<file path="src/rtl/i2c_bus_monitor.sv">
// ---------------------------------------------------------------------------
// i2c_bus_monitor
//
// Passive I2C bus monitor. It watches the raw SCL/SDA wires, conditions them
// (2-flop synchronizer plus a run-length glitch filter), and decodes START,
// repeated START, STOP and 9-bit byte frames. Each bus event becomes one
// 13-bit record pushed into a small circular FIFO. The FIFO is read through
// a valid/ready handshake.
//
// Ports
//   clk            system clock (only clock)
//   rst_n          synchronous, active-low reset
//   scl_i, sda_i   raw bus lines, asynchronous to clk
//   rec_valid_o    FIFO head holds a record
//   rec_ready_i    consumer accepts the head when valid & ready
//   rec_kind_o     0 START, 1 RSTART, 2 BYTE, 3 STOP
//   rec_data_o     byte value (MSB first on the bus), 0 for non-BYTE
//   rec_ack_o      9th-bit SDA level (0 ACK, 1 NACK), 0 for non-BYTE
//   rec_is_addr_o  BYTE is the first byte after START/RSTART
//   rec_op_o       R/W bit (rec_data_o[0]) of an address byte, else 0
//   bus_busy_o     high from START until STOP
//   overflow_o     sticky: a record was dropped because the FIFO was full
//   frame_err_o    sticky: START/STOP arrived with a partial byte collected
// ---------------------------------------------------------------------------
module i2c_bus_monitor #(
   parameter int FIFO_DEPTH    = 8,
   parameter int GLITCH_CYCLES = 2
) (
   input  logic       clk,
   input  logic       rst_n,
   input  logic       scl_i,
   input  logic       sda_i,
   output logic       rec_valid_o,
   input  logic       rec_ready_i,
   output logic [1:0] rec_kind_o,
   output logic [7:0] rec_data_o,
   output logic       rec_ack_o,
   output logic       rec_is_addr_o,
   output logic       rec_op_o,
   output logic       bus_busy_o,
   output logic       overflow_o,
   output logic       frame_err_o
);

   localparam int PTR_W = $clog2(FIFO_DEPTH);
   localparam int CNT_W = PTR_W + 1;
   localparam int FLT_W = $clog2(GLITCH_CYCLES + 1);

   localparam logic [1:0] KIND_START  = 2'd0;
   localparam logic [1:0] KIND_RSTART = 2'd1;
   localparam logic [1:0] KIND_BYTE   = 2'd2;
   localparam logic [1:0] KIND_STOP   = 2'd3;

   typedef struct packed {
      logic [1:0] kind;
      logic [7:0] data;
      logic       ack;
      logic       is_addr;
      logic       op;
   } rec_t;

   typedef enum logic [1:0] {
      ST_IDLE = 2'd0,
      ST_ADDR = 2'd1,
      ST_DATA = 2'd2
   } state_t;

   // ------------------------------------------------------------------------
   // Input conditioning: index 0 is SCL, index 1 is SDA. Both lines share an
   // identical pipeline so that a simultaneous pin change reaches the
   // filtered levels in the same cycle.
   // ------------------------------------------------------------------------
   logic [1:0] line_raw;
   logic [1:0] line_filt;

   assign line_raw = {sda_i, scl_i};

   generate
      for (genvar gi = 0; gi < 2; gi++) begin : g_cond
         logic             meta_reg;
         logic             sync_reg;
         logic             filt_reg;
         logic [FLT_W-1:0] cnt_reg;

         always_ff @(posedge clk) begin
            if (!rst_n) begin
               meta_reg <= 1'b1;
               sync_reg <= 1'b1;
               filt_reg <= 1'b1;
               cnt_reg  <= '0;
            end else begin
               meta_reg <= line_raw[gi];
               sync_reg <= meta_reg;
               // Count consecutive samples that disagree with the filtered
               // level; any agreeing sample restarts the run.
               if (sync_reg == filt_reg) begin
                  cnt_reg <= '0;
               end else if (cnt_reg == FLT_W'(GLITCH_CYCLES - 1)) begin
                  filt_reg <= sync_reg;
                  cnt_reg  <= '0;
               end else begin
                  cnt_reg <= cnt_reg + 1'b1;
               end
            end
         end

         assign line_filt[gi] = filt_reg;
      end
   endgenerate

   // ------------------------------------------------------------------------
   // Edge detection on the filtered levels
   // ------------------------------------------------------------------------
   logic scl_f;
   logic sda_f;
   logic scl_prev_reg;
   logic sda_prev_reg;
   logic scl_rise;
   logic sda_fall;
   logic sda_rise;
   logic scl_held_high;
   logic start_det;
   logic stop_det;

   assign scl_f = line_filt[0];
   assign sda_f = line_filt[1];

   always_ff @(posedge clk) begin
      if (!rst_n) begin
         scl_prev_reg <= 1'b1;
         sda_prev_reg <= 1'b1;
      end else begin
         scl_prev_reg <= scl_f;
         sda_prev_reg <= sda_f;
      end
   end

   assign scl_rise      = scl_f & ~scl_prev_reg;
   assign sda_fall      = ~sda_f & sda_prev_reg;
   assign sda_rise      = sda_f & ~sda_prev_reg;
   // SCL must be high both before and after the SDA edge; this also rules
   // out START/STOP when SCL and SDA change in the same cycle.
   assign scl_held_high = scl_f & scl_prev_reg;
   assign start_det     = sda_fall & scl_held_high;
   assign stop_det      = sda_rise & scl_held_high;

   // ------------------------------------------------------------------------
   // Frame FSM
   // ------------------------------------------------------------------------
   state_t     state_reg;
   logic [3:0] bit_cnt_reg;
   logic [7:0] shift_reg;
   logic       busy_reg;
   logic       frame_err_reg;

   // Push request decoded from the current state and this cycle's strobes.
   // It is written into the FIFO on the same clock edge that advances the
   // FSM, so the record is visible one cycle after the strobe.
   logic push_en;
   rec_t push_rec;

   always_comb begin
      push_en  = 1'b0;
      push_rec = '0;
      if (stop_det) begin
         push_en       = 1'b1;
         push_rec.kind = KIND_STOP;
      end else if (start_det) begin
         push_en       = 1'b1;
         push_rec.kind = (state_reg == ST_IDLE) ? KIND_START : KIND_RSTART;
      end else if (scl_rise && (state_reg != ST_IDLE) && (bit_cnt_reg == 4'd8)) begin
         push_en          = 1'b1;
         push_rec.kind    = KIND_BYTE;
         push_rec.data    = shift_reg;
         push_rec.ack     = sda_f;
         push_rec.is_addr = (state_reg == ST_ADDR);
         push_rec.op      = (state_reg == ST_ADDR) ? shift_reg[0] : 1'b0;
      end
   end

   always_ff @(posedge clk) begin
      if (!rst_n) begin
         state_reg     <= ST_IDLE;
         bit_cnt_reg   <= 4'd0;
         shift_reg     <= 8'h00;
         busy_reg      <= 1'b0;
         frame_err_reg <= 1'b0;
      end else if (stop_det) begin
         // A partially collected byte is dropped silently but flagged.
         if (bit_cnt_reg != 4'd0) frame_err_reg <= 1'b1;
         state_reg   <= ST_IDLE;
         bit_cnt_reg <= 4'd0;
         busy_reg    <= 1'b0;
      end else if (start_det) begin
         if (bit_cnt_reg != 4'd0) frame_err_reg <= 1'b1;
         state_reg   <= ST_ADDR;
         bit_cnt_reg <= 4'd0;
         busy_reg    <= 1'b1;
      end else if (scl_rise && (state_reg != ST_IDLE)) begin
         if (bit_cnt_reg == 4'd8) begin
            // 9th rise: ACK bit sampled, byte record pushed above.
            bit_cnt_reg <= 4'd0;
            state_reg   <= ST_DATA;
         end else begin
            shift_reg   <= {shift_reg[6:0], sda_f};
            bit_cnt_reg <= bit_cnt_reg + 4'd1;
         end
      end
   end

   assign bus_busy_o  = busy_reg;
   assign frame_err_o = frame_err_reg;

   // ------------------------------------------------------------------------
   // Record FIFO
   // ------------------------------------------------------------------------
   rec_t             mem [FIFO_DEPTH];
   logic [PTR_W-1:0] wr_ptr_reg;
   logic [PTR_W-1:0] rd_ptr_reg;
   logic [CNT_W-1:0] count_reg;
   logic             overflow_reg;
   logic             fifo_full;
   logic             pop;
   logic             push_ok;
   rec_t             head;

   assign fifo_full   = (count_reg == CNT_W'(FIFO_DEPTH));
   assign rec_valid_o = (count_reg != '0);
   assign pop         = rec_valid_o & rec_ready_i;
   // When full, a simultaneous pop frees the slot the push will take.
   assign push_ok     = push_en & (~fifo_full | pop);

   // Storage has no reset so it maps onto plain RAM.
   always_ff @(posedge clk) begin
      if (push_ok) mem[wr_ptr_reg] <= push_rec;
   end

   always_ff @(posedge clk) begin
      if (!rst_n) begin
         wr_ptr_reg   <= '0;
         rd_ptr_reg   <= '0;
         count_reg    <= '0;
         overflow_reg <= 1'b0;
      end else begin
         // Power-of-two depth: pointers wrap by natural overflow.
         if (push_ok) wr_ptr_reg <= wr_ptr_reg + 1'b1;
         if (pop)     rd_ptr_reg <= rd_ptr_reg + 1'b1;
         case ({push_ok, pop})
            2'b10:   count_reg <= count_reg + 1'b1;
            2'b01:   count_reg <= count_reg - 1'b1;
            default: count_reg <= count_reg;
         endcase
         if (push_en && fifo_full && !pop) overflow_reg <= 1'b1;
      end
   end

   assign overflow_o = overflow_reg;

   // Head fields are forced to 0 while empty so the outputs read 0 after
   // reset even though the storage itself is not cleared.
   assign head          = mem[rd_ptr_reg];
   assign rec_kind_o    = rec_valid_o ? head.kind    : 2'd0;
   assign rec_data_o    = rec_valid_o ? head.data    : 8'h00;
   assign rec_ack_o     = rec_valid_o ? head.ack     : 1'b0;
   assign rec_is_addr_o = rec_valid_o ? head.is_addr : 1'b0;
   assign rec_op_o      = rec_valid_o ? head.op      : 1'b0;

endmodule

</file>
<file path="config.mk">
export PLATFORM = sky130hd
export DESIGN_NAME = i2c_bus_monitor
export DESIGN_NICKNAME = d
export VERILOG_FILES = /design/src/rtl/i2c_bus_monitor.sv
export SDC_FILE = /design/constraint.sdc
export NUM_CORES = 1
export LEC_CHECK = 0
export CAP_MARGIN = 20
export CORE_ASPECT_RATIO = 1.5
export CORE_MARGIN = 4
export CORE_UTILIZATION = 56
export DETAILED_ROUTE_END_ITERATION = 7
export GPL_TIMING_DRIVEN = 0
export HOLD_SLACK_MARGIN = 0.08
export PLACE_DENSITY_LB_ADDON = 0.3
export SYNTH_ARGS = -nofsm -noshare
export SYNTH_HDL_FRONTEND = slang
export SYNTH_SLANG_ARGS = --single-unit
</file>
<file path="constraint.sdc">
create_clock -name clk -period 6.9 [get_ports clk]
set_clock_uncertainty 0.05 [all_clocks]
set_input_delay 1.725 -clock clk [delete_from_list [all_inputs] [get_ports clk]]
set_output_delay 1.725 -clock clk [all_outputs]
set_load 0.02 [all_outputs]
</file>
* After elaboration in Yosys (flattened, before gate mapping)
Memories as Yosys holds them, arrays and structs flattened. A register that Yosys moved wholly into a read port is not among the register bits. Index checks and enable logic that the tools add are counted. Widths: inputs -> output; s select.
Cells by class: equality and inequality tests 9, add/sub/neg operators 7, reductions and logical operators 22, mux-type cells 27, bitwise operators 19
Operators with widths (number):
- $mux 11 | 2
- $mux 1 | 16
- $mux 13 | 1
- $not 1->1 | 10
- $reduce_bool 2->1 | 5
- $reduce_or 3->1 | 3
- $add 4x1->4 const B | 2
- $and 1x1->1 | 8
- $eq 2x1->1 const B | 4
- $eq 4x4->1 const B | 2
- $mux 8 | 1
- $pmux 4 s2 | 1
- $reduce_and 2->1 | 4
- $reduce_bool 4->1 | 2
- $add 3x1->3 const B | 2
- $mux 2 | 3
- $mux 3 | 2
- $add 2x1->2 const B | 2
- $logic_and 1x1->1 | 4
- $mux 4 | 1
- $reduce_and 4->1 | 1
- $sub 4x1->4 const B | 1
- $eq 1x1->1 | 2
- $eq 2x2->1 const B | 1
- other kinds (4) | 4
Word-level totals: bits in writable memories 104, register bits after elaboration 39, memories 1
Memory list:
- mem | words 8, bits a word 13, read ports 1, clocked after Yosys merged registers in 1, wr ports 1, line 217 | rec_t mem [FIFO_DEPTH];

* Longest topological paths before layout
word-level depth 10, gate-level depth with buffers 11, gate-level depth less buffers 11

* Least setup slack after synthesis
Ideal clock, no wire load.
kind input -> register, from in rec_ready_i, to mem mem[0][0] (netlist bit), enable pin, slack 2897 ps, arrival time 3536 ps, cell stages on the path 4, path buffers 1, cells stage by stage clkbuf_1 > nand3b_1 > nand2_1 > nor4_1
On the way: longest elaborated chain between the ends 5
Ends and longest elaborated chain:
- start: declaration | line 34 | input logic rec_ready_i,
- $and 1x1->1 | line 229 | assign pop = rec_valid_o & rec_ready_i;
- $or 1x1->1 | line 231 | assign push_ok = push_en & (~fifo_full | pop);
- $and 1x1->1 | line 231
- $mux 1 | line 235 | if (push_ok) mem[wr_ptr_reg] <= push_rec;
- $mux 1 (implied by the code) | line 235
- end: declaration | line 217
No other way between the ends.

==> out/metrics.yaml <==
global_routing:
  grt_pass1_wl_mm: 18.4
  grt.overflow.total: 0
  grt_max_degree: 17
  track_usage_pct: 20.1
  antenna_found_initial: 0
  grt_pass1_vias: 3423
timing:
  slew_viol_final: 0
  fin_ws_ns: 2.34
  tightest_slew_ns: 1.03
  min_period_over_period_pct: 66.1
  hold_viol_final: 0
  relSlewSlack_pct: 30.3
  fin_setup_tns_ns: 0
  rsz0062_at_grt: "false"
  whs_ns: 0.361
  fmax_mhz: 219
  min_period_ns: 4.56
  finalSetupViolations: 0
detailed_routing:
  drtPass1Iterations: 4
  route.detailed.drc: 0
  vias: 3314
  vias_per_cell: 5.64
  wl_per_cell_um: 19.1
  antenna_left: 0
  drt_wl_total_mm: 11.2
  drtIter0Drc: 264
yosys:
  synth_area_um2: 5920
  synth_mux_area_share_pct: 15.1
  synth_top_area_share_pct: 52.8
  ys_ff_latch: 146
  yosys.area.top_type: "edfxtp_1"
  avgSynthCellArea_um2: 15.3
  synthAdderAreaFrac_pct: 1.48
  synth-simple-area-share_pct: 10.4
  yosysSeqAreaShare_pct: 67.0
  synth_top_family_by_area: "multiplexers"
  yosysMostFrequentCell: "edfxtp_1"
  synth_edf_count: 104
  synth-compound-area-share_pct: 3.02
  async_flop_share_pct: 0
  synth-xor-area-share_pct: 1.18
  synth_area_leaders: "edfxtp_1, dfxtp_1, mux4_2"
  netlist_top_cells_count: "edfxtp_1, dfxtp_1, nor2_1, mux2i_1, mux4_2"
  yosys_warnings: 0
  synth_nets: 399
  yosysUniqueCellTypes: 45
  synthCells: 387
  synth_ff_type: "edfxtp_1"
place:
  place_ws_ns: 2.77
  dp_hpwl_mm: 7.40
  io_buffers: 20
  gp_congestion: 0.810
  dpl-instance-area_um2: 6400
  dp.cells: 556
critical_path:
  crit_buf_inv: 3
  crit_arrival_ns: 2.78
  r2r-start: "bit_cnt_reg[0]$_SDFFE_PP0P_"
  cp.required_ns: 5.12
  r2r_slack_ns: 3.93
  critPathTopFamily: "buffers and inverters"
  critPathLaunchType: "register"
  worst_path_max_delay_cell: "buf_1"
  crit_fanout: 10
  critPathKind: "register to output pin"
  rr_worst_depth: 7
  critPathMaxStageDelay_ns: 0.60
  cp-end-kind: "output pin"
  crit_path_cell_trace: "clkbuf_2 -> buf_1 -> mux4_2 -> mux2i_1 -> nor2_1 -> clkdlybuf4s50_1"
  r2r-end: "mem[0][4]$_DFFE_PP_"
die:
  die_h_um: 134
  core_um2: 10200
  row_count: 45
  ioPinCount: 22
  die_x_um: 91.9
  start_util_pct: 57.7
  die_area_um2: 12300
clock_network:
  cts.htree.levels: 4
  path_clk_slew_ns: 0.06
  cts_resized: 0
  cts_tree: "yes"
  clk_path_buf_depth: 2
  postCtsSetupRepairBufs: 0
  ctsHoldBuffers: 0
  cts_buffers: 17
  cts_root_buffer: "clkbuf_16"
  clock_sinks: 146
  worst_skew_pair.late_latency_ns: 0.41
power_and_ir_drop:
  ir_drop_mv: 0.215
  totalPowerFinal_mw: 2.27
  powerDensity_nw_per_um2: 324
  p_leak_nw: 2.29
hold_path:
  hp-start: "g_cond[0].meta_reg$_SDFF_PN1_"
  holdPathStages: 1
  whs_endpoint: "g_cond[0].sync_reg$_SDFF_PN1_"
  hold_class: "register to register"
layout:
  drive_gt1_share_pct: 18.1
  antenna_cells: 0
  final_nets: 446
  largest_register_ffs: 104
  area_growth_pct: 18.8
  fin_area_um2: 7030
  stdcell_count: 588
  finish.utilization_pct: 68.6
run:
  max-cap-violations: 0
outcome:
  status: "finished clean"
kinds of logic (layout without fill, tap and decap cells):
kind of cell,after synthesis,count (layout)
compound gates,28,28
flops,146,146
xor+xnor,8,8
buf+inv,25,85
mux,56,56
fa+ha+maj,7,7
simple gates,117,117
power breakdown:
| group | switching, mW | internal [mW] | total [mW] | leakage [nW] |
|---|---|---|---|---|
| Clock | 0.328 | 0.632 | 0.960 | 0.295 |
| Sequential | 0.0120 | 0.939 | 0.951 | 1.21 |
| Combinational | 0.186 | 0.179 | 0.364 | 0.781 |
| Total | 0.525 | 1.75 | 2.27 | 2.29 |
cell type report:
cell class | instances | area [um^2]
fill | 736 | 3220
clock inverter | 14 | 193
buffer | 18 | 81.3
sequential | 146 | 3960
inverter | 7 | 26.3
timing repair buffer | 28 | 287
tap | 141 | 176
clock buffer | 18 | 429
multi-input combinational | 216 | 1870
worst register-to-register path, delay by kind of cell, from the launching register on:
| kind | cells | cell delay (ns) |
|---|---|---|
| adder cells (fa/ha/maj) | 1 | 0.18 |
| AND/OR/NAND/NOR | 3 | 1.23 |
| buffers and inverters | 2 | 0.40 |
| flip-flops | 1 | 0.33 |
| AO/OA/AOI/OAI | 1 | 0.47 |
layer usage:
layer	wire length, um	up-vias	global-route usage [%]
met4	276	0	9.34
met2	6220	69	36.1
met5	0	-	0
met3	391	23	4.99
li1	-	1554	-
met1	4360	1668	22.3
cell usage in the layout, fill, tap and decap left out, drive strengths merged, types with 13 or more instances in the layout:
cell type      Yosys  final
nand2b            13     13
edfxtp           104    104
buf                9     17
nand2             14     14
clkdlybuf4s50      0     20
mux2i             29     29
dfxtp             42     42
clkbuf             9     27
mux4              26     26
nor2              43     43
worst max path at each step:
stage / slack (ns) / end / depth (start not counted)
after floorplan: 2.90 / mem[0][0]$_DFFE_PP_ / 4
after CTS: 2.24 / rec_data_o[0] / 6
after global routing: 2.14 / rec_data_o[0] / 6
after global placement: 1.78 / mem[0][4]$_DFFE_PP_ / 4
after detailed placement: 2.77 / rec_data_o[0] / 6
final: 2.34 / rec_data_o[0] / 6
(Power assumes the default switching activity.)
